$ cat config.mk
export PLATFORM = sky130hd
export DESIGN_NAME = dro_pulse_sequencer_flat
export DESIGN_NICKNAME = d
export VERILOG_FILES = /design/src/rtl/dro_pulse_sequencer_if.sv /design/src/rtl/dro_pulse_sequencer.sv /design/src/flat_wrapper.sv
export SDC_FILE = /design/constraint.sdc
export NUM_CORES = 1
export LEC_CHECK = 0
export CAP_MARGIN = 40
export CELL_PAD_IN_SITES_DETAIL_PLACEMENT = 0
export CELL_PAD_IN_SITES_GLOBAL_PLACEMENT = 2
export CORE_MARGIN = 2
export CORE_UTILIZATION = 32
export DETAILED_ROUTE_END_ITERATION = 16
export GPL_TIMING_DRIVEN = 0
export PLACE_DENSITY = 0.83
export SLEW_MARGIN = 20
export SYNTH_ARGS = -nofsm -noshare
export SYNTH_HDL_FRONTEND = slang
export SYNTH_SLANG_ARGS = --single-unit
export TNS_END_PERCENT = 50
$ cat constraint.sdc
create_clock -name clk -period 2.15 [get_ports clk]
set_input_delay 0.645 -clock clk [delete_from_list [all_inputs] [get_ports clk]]
set_output_delay 0.645 -clock clk [all_outputs]
set_load 0.02 [all_outputs]
$ cat src/rtl/dro_pulse_sequencer_if.sv
// dro_pulse_sequencer_if: host request/ack, readout and DRO pin bundle for the pulse sequencer
interface dro_pulse_sequencer_if;
   logic wr_req, wr_ack, rd_req, rd_ack, rd_valid, rd_data;
   logic dro_set, dro_reset, dro_out, busy;
   logic err_dbl_set, err_mismatch, err_spurious;
   modport master (
      output wr_req, rd_req, dro_out,
      input  wr_ack, rd_ack, rd_valid, rd_data, dro_set, dro_reset, busy,
             err_dbl_set, err_mismatch, err_spurious
   );
   modport slave (
      input  wr_req, rd_req, dro_out,
      output wr_ack, rd_ack, rd_valid, rd_data, dro_set, dro_reset, busy,
             err_dbl_set, err_mismatch, err_spurious
   );
endinterface

$ cat src/rtl/dro_pulse_sequencer.sv
// dro_pulse_sequencer: arbitrates set/readout pulses to one DRO cell, captures its output, flags errors
module dro_pulse_sequencer #(
   parameter int PULSE_W = 2,
   parameter int SEP_CYC = 3,
   parameter int OUT_WIN = 4,
   parameter int CNT_W   = 8
) (
   input  logic                   clk,
   input  logic                   rst,
   dro_pulse_sequencer_if.slave   io
);
   typedef enum logic [2:0] {IDLE, SETP, RSTP, CAPT, GAP} state_t;
   state_t            state, state_n;
   logic [CNT_W-1:0]  cnt, cnt_n;
   logic              stored, stored_n, last_wr, last_wr_n, cap, cap_n, cap_mux;
   logic              window, grant_rd, grant_wr, rd_done, pulse_end;
   logic              rd_data_n, dbl_n, mism_n, spur_n;
   always_ff @(posedge clk) begin
      if (rst) begin
         state           <= IDLE;
         cnt             <= '0;
         stored          <= 1'b0;
         last_wr         <= 1'b1;
         cap             <= 1'b0;
         io.wr_ack       <= 1'b0;
         io.rd_ack       <= 1'b0;
         io.rd_valid     <= 1'b0;
         io.rd_data      <= 1'b0;
         io.dro_set      <= 1'b0;
         io.dro_reset    <= 1'b0;
         io.busy         <= 1'b0;
         io.err_dbl_set  <= 1'b0;
         io.err_mismatch <= 1'b0;
         io.err_spurious <= 1'b0;
      end else begin
         state           <= state_n;
         cnt             <= cnt_n;
         stored          <= stored_n;
         last_wr         <= last_wr_n;
         cap             <= cap_n;
         io.wr_ack       <= grant_wr;
         io.rd_ack       <= grant_rd;
         io.rd_valid     <= rd_done;
         io.rd_data      <= rd_data_n;
         io.dro_set      <= state_n == SETP;
         io.dro_reset    <= state_n == RSTP;
         io.busy         <= state_n != IDLE;
         io.err_dbl_set  <= dbl_n;
         io.err_mismatch <= mism_n;
         io.err_spurious <= spur_n;
      end
   end
   always_comb begin
      window    = state == RSTP || state == CAPT;
      grant_rd  = state == IDLE && io.rd_req && (!io.wr_req || last_wr);
      grant_wr  = state == IDLE && io.wr_req && !grant_rd;
      pulse_end = cnt == CNT_W'(PULSE_W - 1);
      rd_done   = (state == RSTP && pulse_end && OUT_WIN == 0) ||
                  (state == CAPT && cnt == CNT_W'(OUT_WIN - 1));
      state_n   = state;
      case (state)
         IDLE:    state_n = grant_wr ? SETP : grant_rd ? RSTP : IDLE;
         SETP:    state_n = pulse_end ? GAP : SETP;
         RSTP:    state_n = pulse_end ? (OUT_WIN == 0 ? GAP : CAPT) : RSTP;
         CAPT:    state_n = rd_done ? GAP : CAPT;
         GAP:     state_n = cnt == CNT_W'(SEP_CYC - 1) ? IDLE : GAP;
         default: state_n = IDLE;
      endcase
      cnt_n     = (state_n != state || state == IDLE) ? '0 : cnt + CNT_W'(1);
      cap_mux   = cap | io.dro_out;
      cap_n     = grant_rd ? 1'b0 : window ? cap_mux : cap;
      stored_n  = grant_wr ? 1'b1 : rd_done ? 1'b0 : stored;
      last_wr_n = grant_wr ? 1'b1 : grant_rd ? 1'b0 : last_wr;
      rd_data_n = rd_done ? cap_mux : io.rd_data;
      dbl_n     = io.err_dbl_set | (grant_wr & stored);
      mism_n    = io.err_mismatch | (rd_done & (cap_mux != stored));
      spur_n    = io.err_spurious | (io.dro_out & !window);
   end
endmodule

$ cat src/flat_wrapper.sv
// flat-port wrapper written by rule: the top's interface ports become plain ports
module dro_pulse_sequencer_flat 
#(
   parameter int PULSE_W = 2,
   parameter int SEP_CYC = 3,
   parameter int OUT_WIN = 4,
   parameter int CNT_W   = 8
)
  (clk, rst, io_wr_req, io_rd_req, io_dro_out, io_wr_ack, io_rd_ack, io_rd_valid, io_rd_data, io_dro_set, io_dro_reset, io_busy, io_err_dbl_set, io_err_mismatch, io_err_spurious);
  dro_pulse_sequencer_if io_i ();
  input  logic clk;
  input  logic rst;
  input wire logic [$bits(io_i.wr_req)-1:0] io_wr_req;
  input wire logic [$bits(io_i.rd_req)-1:0] io_rd_req;
  input wire logic [$bits(io_i.dro_out)-1:0] io_dro_out;
  output wire logic [$bits(io_i.wr_ack)-1:0] io_wr_ack;
  output wire logic [$bits(io_i.rd_ack)-1:0] io_rd_ack;
  output wire logic [$bits(io_i.rd_valid)-1:0] io_rd_valid;
  output wire logic [$bits(io_i.rd_data)-1:0] io_rd_data;
  output wire logic [$bits(io_i.dro_set)-1:0] io_dro_set;
  output wire logic [$bits(io_i.dro_reset)-1:0] io_dro_reset;
  output wire logic [$bits(io_i.busy)-1:0] io_busy;
  output wire logic [$bits(io_i.err_dbl_set)-1:0] io_err_dbl_set;
  output wire logic [$bits(io_i.err_mismatch)-1:0] io_err_mismatch;
  output wire logic [$bits(io_i.err_spurious)-1:0] io_err_spurious;
  assign io_i.wr_req = io_wr_req;
  assign io_i.rd_req = io_rd_req;
  assign io_i.dro_out = io_dro_out;
  assign io_wr_ack = io_i.wr_ack;
  assign io_rd_ack = io_i.rd_ack;
  assign io_rd_valid = io_i.rd_valid;
  assign io_rd_data = io_i.rd_data;
  assign io_dro_set = io_i.dro_set;
  assign io_dro_reset = io_i.dro_reset;
  assign io_busy = io_i.busy;
  assign io_err_dbl_set = io_i.err_dbl_set;
  assign io_err_mismatch = io_i.err_mismatch;
  assign io_err_spurious = io_i.err_spurious;
  dro_pulse_sequencer #(.PULSE_W(PULSE_W), .SEP_CYC(SEP_CYC), .OUT_WIN(OUT_WIN), .CNT_W(CNT_W)) u_core (.clk(clk), .rst(rst), .io(io_i));
endmodule
-- Yosys cells after proc, flatten, opt, wreduce, memory -nomap -nowiden
Cells that the tools add are included.
- add/subtract/negate cells: 1
- equality and inequality tests: 11
- muxes and demuxes: 9
- bitwise logic cells: 7
- reduce and logical (&&, ||, !) cells: 17
- operator list (operator ; count):
    equality test 8 x 2 -> 1 bit, second input constant ; 2
    one-hot mux 3 bit (5 select lines) ; 1
    2-to-1 mux 3 bit ; 4
    equality test 3 x 2 -> 1 bit, second input constant ; 3
    adder 8 x 1 -> 8 bit, second input constant ; 1
    equality test 8 x 1 -> 1 bit, second input constant ; 1
    equality test 3 x 1 -> 1 bit, second input constant ; 2
    OR reduction 2 bit ; 3
    logical AND 1 bit ; 5
    bitwise OR 1 bit ; 4
    bitwise AND 1 bit ; 3
    equality test 3 bit, second input constant ; 1
    logical NOT 1 bit ; 3
    logical NOT 3 bit ; 1
    logical OR 1 bit ; 3
    2-to-1 mux 1 bit ; 3
    inequality test 3 bit ; 1
    nonzero test 3 bit ; 1
    2-to-1 mux 2 bit ; 1
    nonzero test 2 bit ; 1
    inequality test 1 bit ; 1
- flip-flop bits (word level): 24
- bits of input ports: 5
- output and inout port bits: 10
- logic and storage cells: 60

-- Depth between registers and ports, before layout
Gate-level depths: netlist of run 1.
- depth in word-level cells: 10
- gate-level depth with buffers: 6
- gate-level depth less buffers: 6

-- Least setup slack after synthesis of run 1
OpenSTA, ideal clock, no wires.
- path kind: register to register
- start point: register u_core.cnt[0]
- end point: register u_core.io.dro_set
- data arrival time: 1579 ps
- required time: 2027 ps
- path slack: 448 ps
- cell stages (with the launch flop): 6
- path through: dfxtp_1 ha_1 and2_1 and3_2 or4_1 nor4bb_4
- cells in the longest elaborated chain, start to end: 5
- elaborated cells between the ends (all ways): 10
- RTL lines (item ; line ; source):
    start, declared ; dro_pulse_sequencer.sv:14 ; logic [CNT_W-1:0] cnt, cnt_n;
    start signal, assigned ; dro_pulse_sequencer.sv:37 ; cnt <= cnt_n;
    equality test 8 x 2 -> 1 bit ; dro_pulse_sequencer.sv:59 ; (state == CAPT && cnt == CNT_W'(OUT_WIN - 1));
    logical AND 1 bit ; dro_pulse_sequencer.sv:59 ;
    2-to-1 mux 3 bit ; dro_pulse_sequencer.sv:65 ; CAPT: state_n = rd_done ? GAP : CAPT;
    one-hot mux 3 bit (5 select lines) (*) ; dro_pulse_sequencer.sv:61 ; case (state)
    equality test 3 x 1 -> 1 bit (*) ; dro_pulse_sequencer.sv:45 ; io.dro_set <= state_n == SETP;
    end signal, assigned ; dro_pulse_sequencer.sv:29 ; io.dro_set <= 1'b0;
    end signal, assigned ; dro_pulse_sequencer.sv:45 ;
    end, declared ; dro_pulse_sequencer_if.sv:13 ; output wr_ack, rd_ack, rd_valid, rd_data, dro_set, dro_reset, busy,
Mark *: on every way between the ends. The rest lies on a longest branch, timed or not.
A chain may end at the register's enable or synchronous reset.

-- Worst setup path after layout of run 1
- start point: register u_core.io.err_mismatch
- end point: output port io_err_mismatch
- RTL lines (item ; line ; source):
    start, declared ; dro_pulse_sequencer_if.sv:14 ; err_dbl_set, err_mismatch, err_spurious
    start signal, assigned ; dro_pulse_sequencer.sv:49 ; io.err_mismatch <= mism_n;
    end, declared ; flat_wrapper.sv:24 ; output wire logic [$bits(io_i.err_mismatch)-1:0] io_err_mismatch;
No word-level cell between the ends.

==> metrics.cfg, run 1 <==
[status]
status=completed

[power]
powerDensity_nw_per_um2=716
power_w=0.000909
combPwrFrac=0.198
p_seq_frac=0.543
vdd.ir_drop.worst_mv=0.306
clkPwrFrac=0.258
p_leak_nw=0.505
power_switching_share=0.272
internal_power_w=0.000661
switchingPower_w=0.000247

[setup_path]
crit_arrival_ns=1.27
worst-setup-path-type=flip-flop to output port
crit_path_max_incr_delay_ns=0.61
crit_required_ns=1.50
path_max_fanout=2
worst-path-buf-inv=1
r2r_cells=5
cp.depth=1
critPathLaunch=u_core.io.err_mismatch
cpLargestDelayFamily=buffers and inverters
path_cells=clkdlybuf4s50_1
worstSetupEndpointType=output port
cp-start-kind=flip-flop
slowest_stage=clkdlybuf4s50_1
rrSetupSlack_ns=0.31
r2r-start=u_core.cnt[0]
reg2reg_to=u_core.io.dro_set

[logic_synthesis]
ys_ff_latch=24
syn_area_um2=1040
synth.top_cell.area_share=0.463
synth_most_common_cell=dfxtp_1
synth.area.top_cells=dfxtp_1 46%, nor2_1 6.9%, ha_1 3.6%
netlist_instances=110
syn_nets=118
synth_common_cells=24 x dfxtp_1, 19 x nor2_1, 5 x a21oi_1, 5 x a31oi_1, 5 x inv_1
syn_area_per_cell_um2=9.44
ys_types=36
synth-edff-count=0
async_reset_ff_frac=0
yosysSeqAreaShare=0.463
yosys_warnings=0
synth_top_cell_by_area=dfxtp_1
synth_top_flop_cell=dfxtp_1

[clock_network]
clk-insertion-delay-late_ns=0.31
holdBufCountCts=0
clk_pin_slew_ns=0.12
ctsResizeCount=0
cts.sinks=24
cts_buffer_depth=2
postCtsSetupBuffers=0
numCtsBuffers=3
h-tree-depth=1
cts_tree=yes
cts-root-buf=clkbuf_4

[sta]
rsz0062_at_grt=false
slew_headroom=0.577
period_minus_slack_ns=1.92
setup_viol=0
fin_tns_setup_ns=0
fmax_ghz=0.521
post-route-period-util=0.892
fin_skew_ns=0.00420
drv_slew=0
worstMarginPinSlew_ns=0.630
finalHoldViolations=0

[die]
std_cell_rows=20
die_w_um=61.0
dieArea_um2=3720
dieHeight_um=61.0
start_util=0.337
ioPinCount=15
core_area_um2=3080

[hold_path]
hold_class=flip-flop to flip-flop
worstHoldStart=u_core.io.err_spurious
holdPathEnd=u_core.io.err_spurious
min_delay_path_depth=2

[grt]
grt_start_max_net_pins=14
grt_pass1_wl_um=3290
antenna_found_initial=0
grt_pass1_vias=731
grt_use_total=0.121
grt-ovfl-total=0

[placement]
io_buffers=14
hpwl_um=1430
gp_congestion=0.746

[finish]
largest_reg_flops=8
top_regs=u_core.cnt (8), u_core.state (3)
drive_above_1_share=0.117
antenna_cells=0
top_register=u_core.cnt
nets=137
syn_to_final_growth_pct=22.3

[drt]
vias=826
met2WireLength_um=865
drt-wirelength-per-cell_um=11.2
dr.pass1.iters=4
dr.max_layer_used=met4
wl_met3_um=70
drc_errors=0
drt-total-wl_um=1920
vias_per_cell=4.80
wl_met1_um=943
antenna_left=0
first_iter_violations=28

[flow_run]
cap_viol_max_count=0

## cells by family (layout without fill, tap and decap cells)
group / Yosys count / in the layout / synth area share
buffers and inverters: 8 / 26 / 0.0313
AO/OA/AOI/OAI: 17 / 17 / 0.108
multiplexers: 2 / 2 / 0.0205
adder cells (fa/ha/maj): 3 / 3 / 0.0361
AND/OR/NAND/NOR: 49 / 49 / 0.282
flip-flops: 24 / 24 / 0.463
XOR/XNOR: 7 / 7 / 0.0590
## power groups by stage
| stage | logic, W | registers, W | clock network, W |
|---|---|---|---|
| 6_report | 0.000180 | 0.000494 | 0.000235 |
| 5_1_grt | 0.000202 | 0.000498 | 0.000258 |
| 4_1_cts | 0.000182 | 0.000494 | 0.000246 |
| 3_3_place_gp | 0.000179 | 0.000502 | 0 |
| 3_5_place_dp | 0.000182 | 0.000504 | 0 |
| 2_1_floorplan | 0.000104 | 0.000517 | 0 |
## area by class of cell
cell class                 instances  area (µm²)
multi-input combinational         78         526
clock buffer                       4        36.3
buffer                             3        13.8
fill                             312        1810
timing repair buffer              14         140
tap                               44        55.1
inverter                           5        18.8
sequential                        24         480
## how the worst max path moves through the flow
stage	end	slack, ns
floorplan	u_core.io.dro_set	0.45
global placement	u_core.io.dro_set	0.01
detailed placement	u_core.io.dro_set	0.02
CTS	io_rd_data	0.22
global route	io_rd_data	0.18
finish	io_err_mismatch	0.23
## layout by cell type, fill, tap and decap left out, types with 2 or more instances in the layout
master / instances
xor2_1: 4
clkdlybuf4s50_1: 14
buf_2: 2
nand2_1: 3
a31oi_1: 5
ha_1: 3
dfxtp_1: 24
inv_1: 5
nor2_1: 19
and3_2: 3
nand4_1: 3
a21oi_1: 5
and2_1: 2
clkbuf_4: 3
xnor2_1: 3
nor2b_1: 3
nor3_1: 2
nand3_1: 4
## per-stage QoR
step | cells | hold slack [ns] | setup slack, ns | util | instance area (µm²)
CTS | 172 | 0.486 | 0.218 | 0.413 | 1270
global route | 172 | 0.507 | 0.180 | 0.413 | 1270
floorplan | 110 | 0.441 | 0.448 | - | 1040
finish | 172 | 0.482 | 0.231 | 0.413 | 1270
global placement | 168 | 0.453 | 0.0112 | 0.401 | 1230
detailed placement | 168 | 0.453 | 0.0226 | 0.401 | 1230
## routing by layer
| layer | vias up | global-route usage |
|---|---|---|
| met2 | 15 | 0.184 |
| met1 | 380 | 0.157 |
| met3 | 4 | 0.0256 |
| met4 | 0 | 0.0745 |
| met5 | - | 0 |
| li1 | 427 | - |
Power figures use the tool's default switching activity.
==> run 2, diff against run 1 <==
--- a/config.mk
+++ b/config.mk
@@ -5,7 +5,7 @@
 export SDC_FILE = /design/constraint.sdc
 export NUM_CORES = 1
 export LEC_CHECK = 0
-export CAP_MARGIN = 40
+export CAP_MARGIN = 20
 export CELL_PAD_IN_SITES_DETAIL_PLACEMENT = 0
 export CELL_PAD_IN_SITES_GLOBAL_PLACEMENT = 2
 export CORE_MARGIN = 2
==> results of run 2 <==
The final DEF is identical to that of run 1; final timing and power are the same.
==> RTL edit, RTL diff (flow settings as in run 2) <==
The 5 states of `state_t` get a Gray code encoding in 3 bits.
--- a/src/rtl/dro_pulse_sequencer.sv
+++ b/src/rtl/dro_pulse_sequencer.sv
@@ -9,7 +9,7 @@
    input  logic                   rst,
    dro_pulse_sequencer_if.slave   io
 );
-   typedef enum logic [2:0] {IDLE, SETP, RSTP, CAPT, GAP} state_t;
+   typedef enum logic [2:0] {IDLE = 3'b000, SETP = 3'b001, RSTP = 3'b011, CAPT = 3'b010, GAP = 3'b110} state_t;
    state_t            state, state_n;
    logic [CNT_W-1:0]  cnt, cnt_n;
    logic              stored, stored_n, last_wr, last_wr_n, cap, cap_n, cap_mux;
Function: no difference found for any inputs over 10 cycles, from zero or initial values and one cycle with rst high; not proved beyond that.
==> RTL edit against run 2 <==
Routed wire length shrank 5.2%. Sequential cell count is the same. Power grew 1.5%. Final area shrank 4.3%. Worst setup slack gained 10 ps. Sequential power grew 4%. Highest routed layer unchanged. Synthesized area shrank 4.0%. Combinational power shrank 3%.
==> RTL edit: results (changes against run 2) <==
[metrics] Filler Cells Inserted: 313 (+0.32%)
[metrics] layout net count: 135 (-1.5%)
[metrics] met2 usage in global routing: 16.15% (-2.3 points)
[metrics] biggest area contributors in the synthesized netlist: dfxtp_1 48%, nor2_1 7.5%, xor2_1 4.4%
[metrics] leakage power total: 0.4768 nW (-5.6%)
[metrics] Global Route met3 Usage: 2.597% (+0.039 points)
[metrics] grt met1 use: 16.62% (+0.93 points)
[metrics] routed vias: 773 (-6.4%)
[metrics] worst slack after detailed placement: -65.46 ps (-88.06 ps)
[metrics] vias in the first global route: 705 (-3.6%)
[metrics] DRC violation total after the first TritonRoute iteration: 16 (-43%)
[metrics] All-Layer GR Usage: 11.45% (-0.68 points)
[metrics] warning count from the yosys run: 0 (unchanged)
[metrics] gpl congestion: 0.6862 (-8.0%)
[metrics] global-route wire length before repair: 3139 um (-4.6%)
[metrics] largest registers: u_core.cnt: 8 flops, u_core.state: 3 flops
[metrics] Skew-Pair Late Insertion Delay: 310 ps (about the same)
[metrics] net count after synthesis: 116 (-1.7%)
[metrics] placed wire-length estimate: 1293 um (-9.4%)
[metrics] leading post-synthesis cells by instance count: 24 x dfxtp_1, 20 x nor2_1, 6 x a21oi_1
[metrics] worst slew slack as a fraction of its limit: 60.27% (+2.6 points)
[metrics] CTS H-tree depth: 1 (unchanged)
[metrics] result of the run: complete, no violations
[metrics] Netlist cell types: 32 (-11%)
[metrics] Max VDD drop: 0.0003892 V (+27%)
[metrics] layout cells sized above 1: 7.937% (-3.8 points)
[metrics] fraction of the yosys area taken by sequential cells: 48.18% (+1.9 points)
[metrics] average wire per cell in the routed design: 11.46 um (+2.6%)
==> RTL edit: through the flow <==
stage / hold slack [ps] / util [%] / instance area (sq um) / cells
after CTS: 492.4 / 40.46 / 1215 / 159
after detailed placement: 460.1 / 39.25 / 1179 / 155
after floorplan: 463.4 / - / 997.2 / 108
after global placement: 452.8 / 39.25 / 1179 / 155
final: 488.2 / 40.46 / 1215 / 159
after global routing: 515.5 / 40.46 / 1215 / 159
==> RTL edit: cell families (layout without fill, tap and decap cells) <==
kind of cell	count (synthesis)	in the layout	synth area share, %
and+or+nand+nor	50	50	27.48
DFF	24	24	48.18
AOI/OAI and AO/OA	17	17	11.17
xor gates and xnor gates	7	7	6.148
buffers and inverters	6	24	2.258
adders and majority gates	3	3	3.765
muxes	1	1	1.004
==> RTL edit: worst reg2reg max path, cell delays in order, from the launching register on <==
cell       delay, ps
dfxtp_1          470
ha_1             300
nand4bb_1        150
or4b_4           570
a21oi_1          170
nor2_1            50
==> RTL edit: routing by layer <==
metal | vias up | share of wire [%]
met1 | 346 | 51
met4 | 0 | 0.71
li1 | 410 | -
met3 | 2 | 4.2
met5 | - | 0
met2 | 15 | 44
==> RTL edit: path summary, 6_finish.rpt <==
| path | from | slack, ps | end | cells after the start |
|---|---|---|---|---|
| worst max-delay path | u_core.io.rd_data | 240 | io_rd_data | 1 |
| worst max register to register | u_core.cnt[0] | 330 | u_core.stored | 5 |
| worst min register to register | u_core.io.err_dbl_set | 490 | u_core.io.err_dbl_set | 2 |
| worst min-delay path | u_core.io.err_dbl_set | 490 | u_core.io.err_dbl_set | 2 |
==> RTL edit: power by group <==
group	switching (W)	internal (W)	leakage [nW]
combinational	0.0000891	0.0000856	0.260
sequential	0.0000321	0.000480	0.196
clock	0.000132	0.000103	0.0210
==> RTL edit: final cells by class <==
type | count | area, sq um | area share (%)
repair buffers | 14 | 140.1 | 11.53
well taps | 33 | 41.29 | 3.399
inverters | 5 | 18.77 | 1.545
flip-flops and latches | 24 | 480.5 | 39.55
clock buffers | 4 | 36.28 | 2.987
plain buffers | 1 | 3.754 | 0.3090
multi-input cells | 78 | 494.2 | 40.68
